File: src/rtl/o_bram_drain.sv
// Streams a contiguous O_BRAM region out over valid/ready.
// Absorbs the 1-cycle BRAM read latency with a 2-entry skid FIFO and read credit.
module o_bram_drain #(
    parameter int DATA_WIDTH  = 32,
    parameter int ADDR_WIDTH  = 32,
    parameter int ADDR_STRIDE = 4,
    parameter int LEN_WIDTH   = 16
) (
    input  logic                  clk,
    input  logic                  reset_n,
    input  logic                  start,
    input  logic [ADDR_WIDTH-1:0] base_addr,
    input  logic [LEN_WIDTH-1:0]  num_words,
    output logic                  busy,
    output logic                  done,
    output logic [ADDR_WIDTH-1:0] addr_o_bram,
    output logic                  enable_o_bram,
    output logic [3:0]            w_enable_o_bram,
    input  logic [DATA_WIDTH-1:0] data_out_o_bram,
    output logic [DATA_WIDTH-1:0] m_data,
    output logic                  m_valid,
    input  logic                  m_ready,
    output logic                  m_last,
    output logic [1:0]            DEBUG_state
);

    typedef enum logic [1:0] {
        S_IDLE  = 2'd0,
        S_READ  = 2'd1,
        S_FLUSH = 2'd2,
        S_DONE  = 2'd3
    } state_t;

    state_t                r_state;
    state_t                w_state_nxt;

    logic [ADDR_WIDTH-1:0] r_addr;
    logic [LEN_WIDTH-1:0]  r_num_words;
    logic [LEN_WIDTH-1:0]  r_issued;
    logic [LEN_WIDTH-1:0]  r_accepted;
    logic                  r_inflight_p1;

    logic [DATA_WIDTH-1:0] r_fifo_mem [2];
    logic                  r_wr_ptr;
    logic                  r_rd_ptr;
    logic [1:0]            r_fifo_cnt;

    logic                  w_push;
    logic                  w_pop;
    logic [2:0]            w_occ;
    logic                  w_issue;
    logic [LEN_WIDTH-1:0]  w_last_idx;
    logic                  w_last_issue;
    logic                  w_last_pop;

    // Credit: FIFO words plus the outstanding read, net of this cycle's pop,
    // must leave room for the word a new read will deliver.
    always_comb begin
        w_pop        = (r_fifo_cnt != 2'd0) && m_ready;
        w_push       = r_inflight_p1;
        w_occ        = {1'b0, r_fifo_cnt} + {2'b00, r_inflight_p1} - {2'b00, w_pop};
        w_issue      = (r_state == S_READ) && (w_occ < 3'd2);
        w_last_idx   = r_num_words - LEN_WIDTH'(1);
        w_last_issue = w_issue && (r_issued == w_last_idx);
        w_last_pop   = w_pop && (r_accepted == w_last_idx);
    end

    always_comb begin
        w_state_nxt = r_state;
        case (r_state)
            S_IDLE: begin
                if (start) begin
                    w_state_nxt = (num_words == '0) ? S_DONE : S_READ;
                end
            end
            S_READ: begin
                if (w_last_issue) begin
                    w_state_nxt = S_FLUSH;
                end
            end
            S_FLUSH: begin
                if (w_last_pop) begin
                    w_state_nxt = S_DONE;
                end
            end
            S_DONE: begin
                w_state_nxt = S_IDLE;
            end
            default: begin
                w_state_nxt = S_IDLE;
            end
        endcase
    end

    always_comb begin
        busy            = (r_state == S_READ) || (r_state == S_FLUSH);
        done            = (r_state == S_DONE);
        enable_o_bram   = w_issue;
        addr_o_bram     = r_addr;
        w_enable_o_bram = 4'b0000;
        m_valid         = (r_fifo_cnt != 2'd0);
        m_data          = r_fifo_mem[r_rd_ptr];
        m_last          = m_valid && (r_accepted == w_last_idx);
        DEBUG_state     = r_state;
    end

    always_ff @(posedge clk) begin
        if (!reset_n) begin
            r_state <= S_IDLE;
        end else begin
            r_state <= w_state_nxt;
        end
    end

    // Issue stage (p0): address generation and request bookkeeping
    always_ff @(posedge clk) begin
        if (!reset_n) begin
            r_addr        <= '0;
            r_num_words   <= '0;
            r_issued      <= '0;
            r_inflight_p1 <= 1'b0;
        end else begin
            r_inflight_p1 <= w_issue;
            if ((r_state == S_IDLE) && start) begin
                r_addr      <= base_addr;
                r_num_words <= num_words;
                r_issued    <= '0;
            end else if (w_issue) begin
                r_addr   <= r_addr + ADDR_WIDTH'(ADDR_STRIDE);
                r_issued <= r_issued + LEN_WIDTH'(1);
            end
        end
    end

    // Capture stage (p1): BRAM data lands in the FIFO; sink drains from the head
    always_ff @(posedge clk) begin
        if (!reset_n) begin
            r_fifo_mem[0] <= '0;
            r_fifo_mem[1] <= '0;
            r_wr_ptr      <= 1'b0;
            r_rd_ptr      <= 1'b0;
            r_fifo_cnt    <= 2'd0;
            r_accepted    <= '0;
        end else begin
            if (w_push) begin
                r_fifo_mem[r_wr_ptr] <= data_out_o_bram;
                r_wr_ptr             <= ~r_wr_ptr;
            end
            if (w_pop) begin
                r_rd_ptr <= ~r_rd_ptr;
            end
            r_fifo_cnt <= r_fifo_cnt + 2'(w_push) - 2'(w_pop);
            if ((r_state == S_IDLE) && start) begin
                r_accepted <= '0;
            end else if (w_pop) begin
                r_accepted <= r_accepted + LEN_WIDTH'(1);
            end
        end
    end

endmodule
File: config.mk
export PLATFORM = sky130hd
export DESIGN_NAME = o_bram_drain
export DESIGN_NICKNAME = d
export VERILOG_FILES = /design/src/rtl/o_bram_drain.sv
export SDC_FILE = /design/constraint.sdc
export NUM_CORES = 1
export LEC_CHECK = 0
export CAP_MARGIN = 20
export CORE_MARGIN = 2
export CORE_UTILIZATION = 52
export CTS_CLUSTER_SIZE = 14
export DETAILED_ROUTE_END_ITERATION = 10
export PLACE_DENSITY = 0.79
export REMOVE_ABC_BUFFERS = 1
export SLEW_MARGIN = 30
export SYNTH_ARGS = -nofsm -noshare
export SYNTH_HDL_FRONTEND = slang
export SYNTH_SLANG_ARGS = --single-unit
File: constraint.sdc
create_clock -name clk -period 4.1 [get_ports clk]
set_clock_uncertainty 0.1 [all_clocks]
set_input_delay 0.615 -clock clk [delete_from_list [all_inputs] [get_ports clk]]
set_output_delay 0.615 -clock clk [all_outputs]
set_load 0.1 [all_outputs]
==> summary.md, run 1 <==
| Metric | Value |
|---|---|
| Vias in the first global route | `6133` |
| # setup viols final | `0` |
| Ys Warns | `0` |
| Yosys reg bits | `152` |
| Top area cells in the synthesized netlist | `edfxtp_1 (24%), dfxtp_1 (22%), and2_1 (5.4%)` |
| Clock-pin slew on the worst setup and hold paths | `0.06 ns` |
| Largest net degree at the start of global routing | `76` |
| Fin crit share | `94.52%` |
| CP Cell Sequence | `or2_2 > and2_1 > ha_1 > inv_1 > ha_1 > fa_1 > nor2b_1 > nand2_1 > inv_1 > buf_12` |
| First-pass DRT Iterations | `5` |
| Hold Path Origin | `addr_o_bram[0]` |
| R2R setup slack | `0.48 ns` |
| GRT Overall Usage | `23.35%` |
| CTS tree | `built` |
| FF-to-FF End | `DEBUG_state[0]` |
| GRT Residual Overflow | `0` |
| Number of distinct library cells after synthesis | `65` |
| WL/cell | `16.14 um` |
| Initial Utilization | `52.72%` |
| Slack of the critical path | `0.2248 ns` |
| Min Tclk post-route | `3.875 ns` |
| FF-to-FF Start | `r_fifo_cnt[1]` |
| Setup slack after placement | `0.1653 ns` |
| Final ANT Viol Nets | `0` |
| Clk buf depth | `2` |
| Outcome | `finished clean` |
| Total CTS buffers | `17` |
| Worst min-delay path category | `reg2reg` |
| Power density over the cells | `614.7 mW/mm^2` |
| Core Rows | `45` |
| Max_cap viols | `0` |
| Mapped cell area | `0.007955 mm^2` |
| Layout net count | `1050` |
| Pleak | `3.733 nW` |
| Via count | `6282` |
| I/O pin cnt | `159` |
| Commonest non-fill, non-tap cell in the layout | `clkdlybuf4s50_1` |
| Initial antenna violation count | `0` |
| Area share of the largest cell type after synthesis | `24.16%` |
| Syn-to-layout area delta | `26.99%` |
| Req. time, crit path | `3.38 ns` |
| Crit end category | `output pin` |
| H-tree depth | `4` |
| Cell count after synthesis | `817` |
| Ys flop type | `dfxtp_1` |
| Setup Buffers After CTS | `0` |
| Routed vias/inst | `5.439` |
| Layout cells sized above 1 | `13.24%` |
| First-pass GRT wire length | `30290 um` |
| Drt drc | `0` |
| Commonest non-fill, non-tap cells in the layout | `clkdlybuf4s50_1 (120), dfxtp_1 (88), nand2_1 (78), nor2_1 (78), and2_1 (69)` |
| Final core occ | `66.95%` |
| Unrepaired setup endpoints after global routing | `false` |
| Critical Path Max Stage Delay | `0.46 ns` |
| Final WL | `18640 um` |
| Critical setup path kind | `reg2out` |
| EDFF count, synth | `64` |
| I/O Buffers | `154` |
| Later-pin clock latency in the skew report | `0.42 ns` |
| Num Clock Sinks | `152` |
| FFs w/ async S/R, synth | `0%` |
| WHS Path Cells | `2` |
| Root buffer cell | `clkbuf_16` |
| Hold EP | `addr_o_bram[0]` |
| HPWL after DPL | `12980 um` |
| Worst-margin pin slew | `1.008 ns` |
| GPL Wtd Cong | `0.9476` |
| Family with the most delay on the worst path | `adder cells` |
| Cell accounting for the most synthesized area | `edfxtp_1` |
| Slew HR | `32.60%` |
| Final Hold Vio Count | `0` |
| Post-CTS sizing | `0` |
| Maximum VDD drop | `0.3628 mV` |
| Die area | `0.01630 mm^2` |
| Mean post-synth cell area | `9.737 um^2` |
| Sequential fraction of the synthesis area | `46.30%` |
| Peak Freq | `258.1 MHz` |
| WP data arrival | `3.16 ns` |
| Iteration-0 DRC Markers | `400` |
| Startpoint Class | `flip-flop` |
| Die Wd | `127.7 um` |
| Max-slew violation count | `0` |
| Die Y | `127.7 um` |
| Crit Path Max Fanout | `10` |
| Cts hold-fix bufs | `0` |
| Worst Path Buf+Inv | `3` |
| R2R depth | `13` |
| CORE AREA | `0.01509 mm^2` |
| Master of the slowest instance on the critical path | `fa_1` |
| Diodes inserted | `0` |
state kept, by name (all words and copies together) (netlist names), 2 cells and up, named ones only:
register,cells
r_fifo_mem,64
addr_o_bram,32
r_accepted,16
r_issued,16
r_num_words,16
DEBUG_state,2
r_fifo_cnt,2
through the flow:
step	power, mW	TNS [ns]	hold slack [ns]	cells	instance area [um^2]
after floorplan	4.117	-2.670	0.3718	766	7734
after global placement	4.804	0	0.3470	1123	9574
after detailed placement	4.829	0	0.3529	1123	9577
after CTS	6.235	0	0.3633	1155	10100
after global routing	6.471	0	0.3765	1155	10100
final	6.210	0	0.3664	1155	10100
worst register-to-register path, delay by kind of cell (launching register included):
family	cells	cell delay, ns
flip-flops	1	0.33
AND/OR/NAND/NOR	7	1.72
AO/OA/AOI/OAI	2	0.42
buffers and inverters	1	0.04
adder cells (fa/ha/maj)	3	0.92
how the worst max path moves through the flow:
stage	cells past startpoint	startpoint	end	slack, ns
floorplan	14	r_fifo_cnt[1]	r_issued[13]	-0.35
global placement	13	m_ready	DEBUG_state[0]	0.30
detailed placement	13	m_ready	DEBUG_state[0]	0.17
CTS	10	r_fifo_cnt[1]	enable_o_bram	0.22
global route	10	r_num_words[1]	m_last	0.06
finish	10	r_fifo_cnt[1]	enable_o_bram	0.22
cell type report:
cell class / instances / area, um^2
fillers: 1245 / 4987
multi-input cells: 593 / 3985
flip-flops and latches: 152 / 3684
repair buffers: 169 / 1594
clock buffers: 21 / 450.4
well taps: 188 / 235.2
inverters: 21 / 78.83
clock inverters: 11 / 75.07
routing by layer:
metal  GRT usage [%]  routed length [um]
met1           30.95                8493
met2           37.84                8753
met3           4.716                1031
met4           9.050                 364
met5               0                   0
cell families after synthesis:
group,Yosys count,share of synthesized area (%)
flip-flops,152,46.30
buffers and inverters,75,3.916
XOR/XNOR,93,11.47
multiplexers,35,4.970
other,1,0.04714
AND/OR/NAND/NOR,346,22.98
AO/OA/AOI/OAI,102,8.210
adder cells (fa/ha/maj),13,2.108
synth_stat cells (all sizes together) (3+ instances only):
cell type  number
or2             4
nor2           78
a21oi          36
nand3          20
buf            19
inv            21
and3            9
xnor3           6
dfxtp          88
a21o            3
nor3           16
nand4          20
and2           69
clkbuf         35
mux2           33
o2111ai         3
ha             11
nand2b          3
or3            13
o21ai          17
and4            5
nor4           11
nand2          80
nor2b           4
or4             5
a211oi         23
edfxtp         64
xor2           39
xnor2          47
power by group:
group	switching, mW	total [mW]	internal [mW]
Sequential	0.174	1.95	1.77
Clock	0.616	1.41	0.790
Combinational	2.02	2.86	0.841
Power figures use the tool's default switching activity.
==> run 2: changes to the inputs <==
- CORE_MARGIN: 2 -> 5
- SKIP_CTS_REPAIR_TIMING: not set -> 1
==> run 2 against run 1 <==
Count of clock-buffer cells in the layout unchanged. Non-clock buffer count stayed put. Sequential share of layout area shrank 0.27 points. Flip-flop and latch count stayed put. Cell count barely moved. Cell area increased by 0.76%. Register-to-register slack about the same. Combinational power is essentially flat. Critical endpoint is now m_last. Highest routed layer unchanged.
==> summary.md, run 2 (same netlist as run 1, synthesis figures left out) <==
| Metric | Value |
|---|---|
| Req. time, crit path | `3.38 ns (about the same)` |
| Via count | `6303 (+0.33%)` |
| HPWL after DPL | `13670 um (+5.3%)` |
| Die area | `0.01787 mm^2 (+9.6%)` |
| Min Tclk post-route | `3.891 ns (+0.01562 ns)` |
| Unrepaired setup endpoints after global routing | `false` |
| Crit end category | `output pin` |
| GRT Residual Overflow | `0 (unchanged)` |
| Die Y | `133.7 um (+4.7%)` |
| Iteration-0 DRC Markers | `529 (+32%)` |
| Top reg by flops | `r_fifo_mem` |
| Worst min-delay path category | `reg2reg` |
| Placed cell area | `0.009589 mm^2 (+0.13%)` |
| First-pass DRT Iterations | `5 (unchanged)` |
| Syn-to-layout area delta | `27.95%` |
| Final ANT Viol Nets | `0 (unchanged)` |
| Maximum VDD drop | `0.3564 mV (-1.8%)` |
| Fin crit share | `94.90% (+0.38 points)` |
| Final WL | `19330 um (+3.7%)` |
| Drt drc | `0 (unchanged)` |
| WHS Path Cells | `2 (unchanged)` |
| Routed vias/inst | `5.462 (+0.42%)` |
| CORE AREA | `0.01509 mm^2 (unchanged)` |
| Crit Path Max Fanout | `7 (-3)` |
| Slew HR | `30.55% (-2.1 points)` |
| Hold EP | `addr_o_bram[0]` |
| H-tree depth | `4 (unchanged)` |
| Startpoint Class | `flip-flop` |
| Die Wd | `133.7 um (+4.7%)` |
| Total CTS buffers | `17 (unchanged)` |
| I/O pin cnt | `159 (unchanged)` |
| R2R depth | `13 (unchanged)` |
| Num Clock Sinks | `152 (unchanged)` |
| Worst-margin pin slew | `1.039 ns (+0.03073 ns)` |
| GPL Wtd Cong | `0.8973 (-5.3%)` |
| Pleak | `3.767 nW (+0.91%)` |
| Max_cap viols | `0 (unchanged)` |
| Clk buf depth | `2 (unchanged)` |
| Later-pin clock latency in the skew report | `0.42 ns (about the same)` |
| R2R setup slack | `0.48 ns (about the same)` |
| Root buffer cell | `clkbuf_16` |
| FF-to-FF Start | `r_fifo_cnt[1]` |
| Initial antenna violation count | `0 (unchanged)` |
| Final Hold Vio Count | `0 (unchanged)` |
| Hold Path Origin | `addr_o_bram[0]` |
| Commonest non-fill, non-tap cell in the layout | `clkdlybuf4s50_1` |
| WL/cell | `16.75 um (+3.8%)` |
| Layout cells sized above 1 | `13.25% (+0.014 points)` |
| Clock-pin slew on the worst setup and hold paths | `0.06 ns (about the same)` |
| WP data arrival | `3.18 ns (+0.02 ns)` |
| Diodes inserted | `0 (unchanged)` |
| Critical setup path kind | `reg2out` |
| Hold WS | `0.3625 ns (-0.003948 ns)` |
| Peak Freq | `257.0 MHz (-0.40%)` |
| Initial Utilization | `52.72% (unchanged)` |
| Core Rows | `45 (unchanged)` |
| Max FFs per register | `64 (unchanged)` |
| I/O Buffers | `154 (unchanged)` |
| Final instance area | `0.01018 mm^2 (+0.76%)` |
| GRT Overall Usage | `22.01% (-1.3 points)` |
| Fill cell count | `1191 (-4.3%)` |
| Commonest non-fill, non-tap cells in the layout | `clkdlybuf4s50_1 (120), dfxtp_1 (88), nand2_1 (78), nor2_1 (78), and2_1 (69)` |
| Layout net count | `1050 (unchanged)` |
| Largest net degree at the start of global routing | `76 (unchanged)` |
| # setup viols final | `0 (unchanged)` |
| FF-to-FF End | `DEBUG_state[0]` |
| First-pass GRT wire length | `31900 um (+5.3%)` |
| Outcome | `finished clean` |
| Power density over the cells | `627.7 mW/mm^2 (+2.1%)` |
| Vias in the first global route | `6339 (+3.4%)` |
| Max-slew violation count | `0 (unchanged)` |
| CTS tree | `built` |
[run 2: changes by cell type in the layout (fill, tap and decap cells not counted)]
cell | previous run | this run
bufinv_16 | 0 | 2
buf_4 | 47 | 46
clkinvlp_4 | 1 | 0
buf_12 | 2 | 3
clkinv_2 | 4 | 2
clkbuf_1 | 3 | 2
inv_6 | 3 | 1
clkinv_4 | 2 | 4
clkbuf_16 | 17 | 18
[run 2: worst max-delay path by stage]
stage | startpoint | end | slack, ns
6_report | r_num_words[1] | m_last | 0.21
5_1_grt | r_num_words[1] | m_last | 0.06
4_1_cts | r_num_words[1] | m_last | 0.21
3_5_place_dp | m_ready | DEBUG_state[0] | 0.18
3_3_place_gp | m_ready | DEBUG_state[0] | 0.26
2_1_floorplan | r_fifo_cnt[1] | r_issued[13] | -0.35
[run 2: power by group]
part | internal, mW | switching, mW | total (mW)
clock network | 0.946 | 0.616 | 1.56
registers | 1.77 | 0.167 | 1.94
logic | 0.851 | 2.04 | 2.89
[run 2: metrics by stage]
step / cells / utilization [%] / setup slack (ns) / power, mW / setup TNS [ns]
4_1_cts: 1154 / 67.45 / 0.2079 / 6.420 / 0
5_1_grt: 1154 / 67.45 / 0.06082 / 6.644 / 0
2_1_floorplan: 766 / - / -0.3537 / 4.117 / -2.670
3_3_place_gp: 1123 / 63.53 / 0.2610 / 4.826 / 0
6_report: 1154 / 67.45 / 0.2092 / 6.389 / 0
3_5_place_dp: 1123 / 63.55 / 0.1758 / 4.850 / 0
[run 2: layer usage]
layer  vias to the layer above  share of wire [%]  global-route usage, %  wire length, um
met4                         0                2.0                  7.657              386
met5                         -                  0                      0                0
met3                        31                5.3                  4.305             1034
met2                       204                 47                  36.60             9137
met1                      2957                 45                  28.80             8772
li1                       3111                  -                      -                -
[run 2: cell type report]
class / count / area, um^2 / share of cell area, %
inverters: 21 / 78.83 / 0.7744
repair buffers: 169 / 1607 / 15.78
well taps: 188 / 235.2 / 2.311
clock buffers: 21 / 471.7 / 4.634
flip-flops and latches: 152 / 3684 / 36.19
multi-input cells: 593 / 3985 / 39.15
clock inverters: 10 / 117.6 / 1.156
[run 2: worst max-delay path: stages (launching register included)]
cell and delay (ns):
dfxtp_1 0.37, inv_1 0.08, ha_1 0.30, or4b_4 0.54, nor4_4 0.31, xnor2_1 0.20, nor2_1 0.06, nor4_1 0.20
o2111a_1 0.24, and4b_1 0.27, buf_12 0.19
==> run 3: changes to the inputs <==
- CAP_MARGIN: 20 -> not set
==> results of run 3 <==
Final layout, timing and power as in run 2 (identical DEF).
